File: config.mk
export PLATFORM = sky130hd
export DESIGN_NAME = debayer_line_ctrl
export DESIGN_NICKNAME = d
export VERILOG_FILES = /design/src/rtl/debayer_pkg.sv /design/src/rtl/debayer_valid_align.sv /design/src/rtl/debayer_line_ctrl.sv
export SDC_FILE = /design/constraint.sdc
export NUM_CORES = 1
export LEC_CHECK = 0
export ABC_AREA = 1
export ABC_CLOCK_PERIOD_IN_PS = 1700
export CAP_MARGIN = 10
export CORE_MARGIN = 2
export CORE_UTILIZATION = 30
export DETAILED_ROUTE_END_ITERATION = 8
export PLACE_DENSITY = 0.62
export SLEW_MARGIN = 40
export SYNTH_ARGS = -nofsm -noshare
export SYNTH_HDL_FRONTEND = slang
export SYNTH_SLANG_ARGS = --single-unit
File: constraint.sdc
create_clock -name clk -period 1.7 [get_ports clk]
set_input_delay 0.17 -clock clk [delete_from_list [all_inputs] [get_ports clk]]
set_output_delay 0.17 -clock clk [all_outputs]
set_load 0.05 [all_outputs]
File: src/rtl/debayer_pkg.sv
// Shared types and constants for the debayer line sequencer.
// Provides the FSM state enum, line-buffer depth and counter-width helper.
package debayer_pkg;

    typedef enum logic [2:0] {
        IDLE,
        PRIME,
        RUN,
        DRAIN,
        ABORT
    } state_t;

    localparam int NUM_LINE_BUF = 4;

    // Width of a counter that must hold 0..n inclusive.
    function automatic int lcw(input int n);
        return $clog2(n + 1);
    endfunction

endpackage

File: src/rtl/debayer_valid_align.sv
// Re-aligns datapath read activity to its output latency.
// Ports: clk, rst, rgb_valid (sync clear when low), reading, arm (enter RUN),
//        pix_valid, line_start, frame_sync, empty (delay line holds no 1s).
module debayer_valid_align
    import debayer_pkg::*;
#(
    parameter int LAT = 2
) (
    input  logic clk,
    input  logic rst,
    input  logic rgb_valid,
    input  logic reading,
    input  logic arm,
    output logic pix_valid,
    output logic line_start,
    output logic frame_sync,
    output logic empty
);

    logic [LAT-1:0] sr;
    logic           pix_d1;
    logic           armed;

    always_ff @(posedge clk) begin
        if (rst || !rgb_valid) begin
            sr     <= '0;
            pix_d1 <= 1'b0;
        end else begin
            // Shift toward the MSB; the LSB takes the newest reading bit.
            sr     <= LAT'({sr, reading});
            pix_d1 <= sr[LAT-1];
        end
    end

    always_ff @(posedge clk) begin
        if (rst) begin
            armed <= 1'b0;
        end else if (arm) begin
            armed <= 1'b1;
        end else if (frame_sync) begin
            armed <= 1'b0;
        end
    end

    assign pix_valid  = sr[LAT-1];
    assign line_start = pix_valid & ~pix_d1;
    assign frame_sync = line_start & armed;
    assign empty      = (sr == '0);

endmodule

File: src/rtl/debayer_line_ctrl.sv
// Frame sequencer for the 4-line Bayer buffer and debayer datapath.
// Ports: frame_start/frame_end/data_valid/reading in; rgb_valid, pix_valid,
//        line_start, frame_sync, wr/rd_line_cnt, overrun, busy out.
module debayer_line_ctrl
    import debayer_pkg::*;
#(
    parameter int LINE_LENGTH = 640,
    parameter int NUM_LINES   = 480,
    parameter int PRIME_LINES = 2,
    parameter int LAT         = 2
) (
    input  logic                       clk,
    input  logic                       rst,
    input  logic                       frame_start,
    input  logic                       frame_end,
    input  logic                       data_valid,
    input  logic                       reading,
    output logic                       rgb_valid,
    output logic                       pix_valid,
    output logic                       line_start,
    output logic                       frame_sync,
    output logic [lcw(NUM_LINES)-1:0]  wr_line_cnt,
    output logic [lcw(NUM_LINES)-1:0]  rd_line_cnt,
    output logic                       overrun,
    output logic                       busy
);

    localparam int LCW = lcw(NUM_LINES);
    localparam logic [LCW-1:0] MAXL     = LCW'(NUM_LINES);
    localparam logic [LCW-1:0] PRIME_M1 = LCW'(PRIME_LINES - 1);
    localparam logic [LCW-1:0] BUF_MAX  = LCW'(NUM_LINE_BUF - 1);

    if (PRIME_LINES < 1 || PRIME_LINES > 3 || LINE_LENGTH < 1 || LAT < 1)
    begin : g_param_check
        $error("debayer_line_ctrl: illegal parameter set");
    end

    state_t         state;
    state_t         state_next;
    logic           dv_d;
    logic           rd_d;
    logic           clr;
    logic           wr_inc;
    logic           rd_inc;
    logic           arm;
    logic           align_empty;
    logic [LCW-1:0] diff;

    // frame_start clears in the same cycle, so a coincident edge is lost.
    assign clr    = frame_start | (state == ABORT);
    assign wr_inc = dv_d & ~data_valid & (wr_line_cnt != MAXL);
    assign rd_inc = rd_d & ~reading & (rd_line_cnt != MAXL);
    assign diff   = wr_line_cnt - rd_line_cnt;

    always_comb begin
        state_next = state;
        unique case (state)
            IDLE: begin
                if (frame_start) state_next = PRIME;
            end
            PRIME: begin
                if (frame_start) state_next = ABORT;
                else if (frame_end) state_next = IDLE;
                else if (wr_inc && wr_line_cnt == PRIME_M1) state_next = RUN;
            end
            RUN: begin
                if (frame_start) state_next = ABORT;
                else if (frame_end || rd_line_cnt == MAXL) state_next = DRAIN;
            end
            DRAIN: begin
                if (frame_start) state_next = ABORT;
                else if (!reading && align_empty) state_next = IDLE;
            end
            ABORT: begin
                state_next = PRIME;
            end
            default: state_next = IDLE;
        endcase
    end

    always_ff @(posedge clk) begin
        if (rst) begin
            state       <= IDLE;
            dv_d        <= 1'b0;
            rd_d        <= 1'b0;
            wr_line_cnt <= '0;
            rd_line_cnt <= '0;
            overrun     <= 1'b0;
        end else begin
            state <= state_next;
            dv_d  <= data_valid;
            rd_d  <= reading;
            if (clr) begin
                wr_line_cnt <= '0;
                rd_line_cnt <= '0;
            end else begin
                if (wr_inc) wr_line_cnt <= wr_line_cnt + LCW'(1);
                if (rd_inc) rd_line_cnt <= rd_line_cnt + LCW'(1);
            end
            if ((state == RUN || state == DRAIN) && diff > BUF_MAX)
                overrun <= 1'b1;
        end
    end

    assign rgb_valid = (state == RUN) || (state == DRAIN);
    assign busy      = (state != IDLE);
    assign arm       = (state == PRIME) && (state_next == RUN);

    debayer_valid_align #(
        .LAT (LAT)
    ) u_align (
        .clk        (clk),
        .rst        (rst),
        .rgb_valid  (rgb_valid),
        .reading    (reading),
        .arm        (arm),
        .pix_valid  (pix_valid),
        .line_start (line_start),
        .frame_sync (frame_sync),
        .empty      (align_empty)
    );

endmodule

Yosys cells after proc, flatten, opt, wreduce, memory -nomap -nowiden
Cells that the tools add are included.
{"block": "classes", "n_bitwise": 10, "addsub": 3, "eq_ne": 9, "order_cmp": 1, "mux": 11, "reduce_logical": 14}
{"cell": "$mux W3", "n": 8}
{"cell": "$add A9 B1 Y9 const B", "n": 2}
{"cell": "$ne A9 B9 Y1 const B", "n": 2}
{"cell": "$pmux W3 S5", "n": 1}
{"cell": "$eq A3 B2 Y1 const B", "n": 3}
{"cell": "$eq A9 B1 Y1 const B", "n": 1}
{"cell": "$eq A9 B9 Y1 const B", "n": 1}
{"cell": "$gt A9 B2 Y1 const B", "n": 1}
{"cell": "$sub A9 B9 Y9", "n": 1}
{"cell": "$and A1 B1 Y1", "n": 6}
{"cell": "$logic_and A1 B1 Y1", "n": 4}
{"cell": "$eq A3 B1 Y1 const B", "n": 1}
{"cell": "$eq A3 B3 Y1 const B", "n": 1}
{"cell": "$logic_not A3 Y1", "n": 1}
{"cell": "$logic_or A1 B1 Y1", "n": 3}
{"cell": "$not A1 Y1", "n": 3}
{"cell": "$reduce_bool A3 Y1", "n": 1}
{"cell": "$logic_not A1 Y1", "n": 2}
{"cell": "$logic_not A2 Y1", "n": 1}
{"cell": "$mux W1", "n": 2}
{"cell": "$reduce_bool A2 Y1", "n": 1}
{"cell": "$reduce_or A2 Y1", "n": 1}
{"cell": "$or A1 B1 Y1", "n": 1}
{"block": "totals", "out_inout_bits": 24, "wordCells": 57, "register_bits": 28}

Longest topological paths before layout
{"block": "logic_depth", "depth_word": 11, "ltp_mapped": 15, "ltp_nobuf": 15}

Modules after synthesis
From an unflattened synthesis, not the netlist that was laid out.
{"block": "unflattened", "hier_cells": 274, "area_unflattened_um2": 1848.0}
{"module": "debayer_line_ctrl", "area_each_um2": 1694.1, "cells_per_inst": 253, "n_inst": 1, "seq_area_each_um2": 480.5}
{"module": "debayer_valid_align", "area_each_um2": 153.9, "cells_per_inst": 21, "n_inst": 1, "seq_area_each_um2": 80.1}

Worst setup path before layout
Ideal clock, no wire load.
{"block": "synth_timing", "path_kind": "flip-flop to output port", "startpoint": "register u_align.sr[1]", "endpoint": "output frame_sync", "arrival_time_ps": 2255, "path_slack_ps": -725, "path_buffers": 0, "path_stages_with_launch": 5, "required_time_ps": 1530, "cell_sequence": "dfxtp_1 -> inv_1 -> nor2_1 -> inv_1 -> nor2_1"}
{"block": "synth_between", "elab_chain_len": 2}
{"element": "from (decl)", "line_no": "debayer_valid_align.sv:20", "text": "logic [LAT-1:0] sr;"}
{"element": "from (signal assigned)", "line_no": "debayer_valid_align.sv:30", "text": "sr <= LAT'({sr, reading});"}
{"element": "$and A1 B1 Y1", "line_no": "debayer_valid_align.sv:46", "text": "assign line_start = pix_valid & ~pix_d1;"}
{"element": "net line_start", "line_no": "debayer_line_ctrl.sv:20", "text": "output logic line_start,"}
{"element": "$and A1 B1 Y1", "line_no": "debayer_valid_align.sv:47", "text": "assign frame_sync = line_start & armed;"}
{"element": "to (decl)", "line_no": "debayer_line_ctrl.sv:21", "text": "output logic frame_sync,"}
The timed path passes the listed nets, and every way through them passes these cells.

Final worst setup path
{"block": "layout_timing", "startpoint": "register wr_line_cnt[0]", "endpoint": "register overrun"}
{"block": "layout_between", "elab_chain_len": 3}
{"element": "from (decl)", "line_no": "debayer_line_ctrl.sv:22", "text": "output logic [lcw(NUM_LINES)-1:0] wr_line_cnt,"}
{"element": "from (signal assigned)", "line_no": "debayer_line_ctrl.sv:97", "text": "if (wr_inc) wr_line_cnt <= wr_line_cnt + LCW'(1);"}
{"element": "$sub A9 B9 Y9", "line_no": "debayer_line_ctrl.sv:53", "text": "assign diff = wr_line_cnt - rd_line_cnt;"}
{"element": "$gt A9 B2 Y1", "line_no": "debayer_line_ctrl.sv:100", "text": "if ((state == RUN || state == DRAIN) && diff > BUF_MAX)"}
{"element": "$logic_and A1 B1 Y1", "line_no": "debayer_line_ctrl.sv:100"}
{"element": "to (signal assigned)", "line_no": "debayer_line_ctrl.sv:88", "text": "overrun <= 1'b0;"}
{"element": "to (signal assigned)", "line_no": "debayer_line_ctrl.sv:101", "text": "overrun <= 1'b1;"}
{"element": "to (decl)", "line_no": "debayer_line_ctrl.sv:24", "text": "output logic overrun,"}
Every way passes these cells.
A chain may end at the register's enable or synchronous reset.

==> impl_metrics.yaml <==
clocking:
  hold_buffers: 0
  cts_num_sinks: 28
  clkLatencyLatePin_ns: 0.28
  cts_tree: "yes"
  clk_pin_slew_worst_paths_ns: 0.11
  htreeDepth: 1
  cts-root-buf: "clkbuf_8"
  ctsLongestPathBuffers: 2
  cts_made_buffers: 3
drt:
  firstDrtPassIters: 4
  drt-initial-drc-count: 72
  drc: 0
  viasPerCell: 4.62
  post_drt_wl_per_cell_um: 11.3
  drtAntennaViolNets: 0
  wirelength_um: 4730
  num_vias: 1941
layout:
  final_cell_area_um2: 2610
  layout_common_cells: "nand2_1 (77), inv_1 (50), buf_4 (38), nor2_1 (28), a21oi_1 (20)"
  antenna_cells: 0
  finalNonFillerCells: 420
  drive_gt1_frac: 0.246
  final_util: 0.438
  fin_nets: 366
  final_common_cell: "nand2_1"
  area_delta_synth_final_pct: 39.9
logic_synthesis:
  yosysWarningCount: 0
  synthCells: 292
  synth_cell_types: 25
  syn-num-nets: 312
  synth-seq-cells: 28
  syn_area_um2: 1870
  syn_avg_cell_area_um2: 6.39
  yosysSeqAreaShare: 0.300
worst_setup_path:
  worst-setup-path-type: "reg2reg"
  critPathMaxFanout: 3
  endpoint_kind: "register"
  required_ns: 1.89
  cp-start-kind: "register"
  rr_worst_depth: 14
  cp.arrival_ns: 1.89
global_routing:
  gr-usage-met3: 0.0179
  use_met2: 0.234
  top_usage_layer: "met2"
  gr-usage-met1: 0.186
  grtUsageTotal: 0.138
  first_global_vias: 1832
  grt_pass1_wl_um: 8160
  grt-ovfl-total: 0
  grt_max_degree: 17
  antenna_found_initial: 0
timing:
  worst_pin_slew_ns: 0.502
  fin_crit_ns: 1.70
  slew_headroom: 0.664
  rsz0062_at_grt: "true"
  drv_slew: 0
  clock.fmax_mhz: 588
  hold_viol: 0
  finalSetupTns_ns: -0.000824
  fin_ws_ns: -0.000824
  setup_viol: 1
  skew_ns: 0.00881
  post-route-period-util: 1.00
power_and_ir_drop:
  ir_worst_vdd_uv: 434
  leakage_nw: 1.20
  powerDensity_nw_per_um2: 519
placed_design:
  placed_cells: 415
  hpwl_um: 3740
  post_dp_cell_area_um2: 2460
  io_buffers: 29
  routabilityCongestion: 0.914
floorplanning:
  die_w_um: 82.9
  io_pins: 30
  start_util: 0.313
  fp.dieH_um: 82.9
  num_rows: 28
  core-area_um2: 5960
  dieArea_um2: 6870
flow_run:
  maxCapViolCount: 0
hold_path:
  hp-class: "in2reg"
  hold_depth: 3
outcome:
  violations: "negative setup slack"
  status: "finished, violations left"
critical path, cell delays in order, from the launching register on:
cell,delay (ns)
dfxtp_4,0.36
inv_4,0.06
ha_4,0.12
inv_2,0.04
fa_2,0.38
nand3_2,0.08
nand3_2,0.09
nand2_2,0.10
nand3_2,0.06
nand2_1,0.06
nand2_1,0.05
nor2_1,0.07
nand2_1,0.06
nand2_1,0.05
nand2_1,0.04
report_power, final:
part	switching, mW	total (mW)	leakage, nW	internal [mW]
clock	0.231	0.546	0.0357	0.316
combinational	0.0868	0.145	0.931	0.0578
sequential	0.00692	0.663	0.236	0.656
total	0.324	1.35	1.20	1.03
cells by family after synthesis:
| logic type | synth area share |
|---|---|
| AOI/OAI and AO/OA | 0.0885 |
| xor gates and xnor gates | 0.0375 |
| adders and majority gates | 0.0979 |
| buffers and inverters | 0.115 |
| DFF | 0.300 |
| and+or+nand+nor | 0.361 |
per-stage QoR:
stage | worst slack, ns | hold slack, ns | total power [mW]
floorplan | -0.103 | 0.241 | 0.767
global placement | 0.0302 | 0.425 | 0.818
detailed placement | -0.0116 | 0.434 | 0.820
CTS | -0.0113 | 0.439 | 1.36
global route | -0.115 | 0.448 | 1.40
finish | -0.000824 | 0.432 | 1.35
state kept, by name, summed over array words and instances (netlist names):
register	cells
dv_d	1
overrun	1
rd_d	1
rd_line_cnt	9
state	3
u_align.armed	1
u_align.pix_d1	1
u_align.sr	2
wr_line_cnt	9
area by class of cell:
cell class	instances	area, um^2
Multi-Input combinational cell	208	1210
Inverter	53	201
Fill cell	621	3340
Clock buffer	3	41.3
Sequential cell	28	593
Tap cell	75	93.8
Clock inverter	1	30.0
Timing Repair Buffer	52	445
final timing paths:
kind,to,slack [ns],from
min reg2reg,u_align.sr[1]$_SDFF_PP0_,0.45,u_align.sr[0]$_SDFF_PP0_
min,dv_d$_SDFF_PP0_,0.43,data_valid
max,overrun$_SDFFE_PP0P_,-0.0008,wr_line_cnt[0]$_SDFFE_PP0P_
max reg2reg,overrun$_SDFFE_PP0P_,-0.0008,wr_line_cnt[0]$_SDFFE_PP0P_
cell usage after synthesis:
master | number | area share
nand3_2 | 1 | 0.0054
xor2_1 | 4 | 0.019
nor3b_1 | 2 | 0.0080
fa_1 | 1 | 0.011
nand2_4 | 1 | 0.0060
inv_2 | 1 | 0.0020
nor3_1 | 9 | 0.024
a21oi_1 | 20 | 0.054
or2_0 | 1 | 0.0034
a21boi_0 | 1 | 0.0040
o21ai_0 | 10 | 0.027
nand4_1 | 6 | 0.020
nand3_1 | 20 | 0.054
xnor2_1 | 4 | 0.019
nor2_1 | 31 | 0.062
nand2_1 | 78 | 0.16
buf_2 | 3 | 0.0080
nor3_2 | 2 | 0.011
ha_1 | 13 | 0.087
dfxtp_1 | 28 | 0.30
a211oi_1 | 1 | 0.0040
nor4_1 | 1 | 0.0034
inv_1 | 52 | 0.10
nand3b_1 | 1 | 0.0040
and2_1 | 1 | 0.0034
metal layers:
layer  wire length [um]  share of wire
met4                 84          0.018
met1               2290           0.48
met2               2130           0.45
met3                225          0.048
met5                  0              0
repair_timing:
| item | CTS | global route |
|---|---|---|
| endpoints found under the setup margin | 1 | 7 |
| gates cloned | 0 | 0 |
| buffers inserted | 0 | 1 |
| resized for setup | 1 | 13 |
Note: power is estimated with default switching activity, not from simulation.
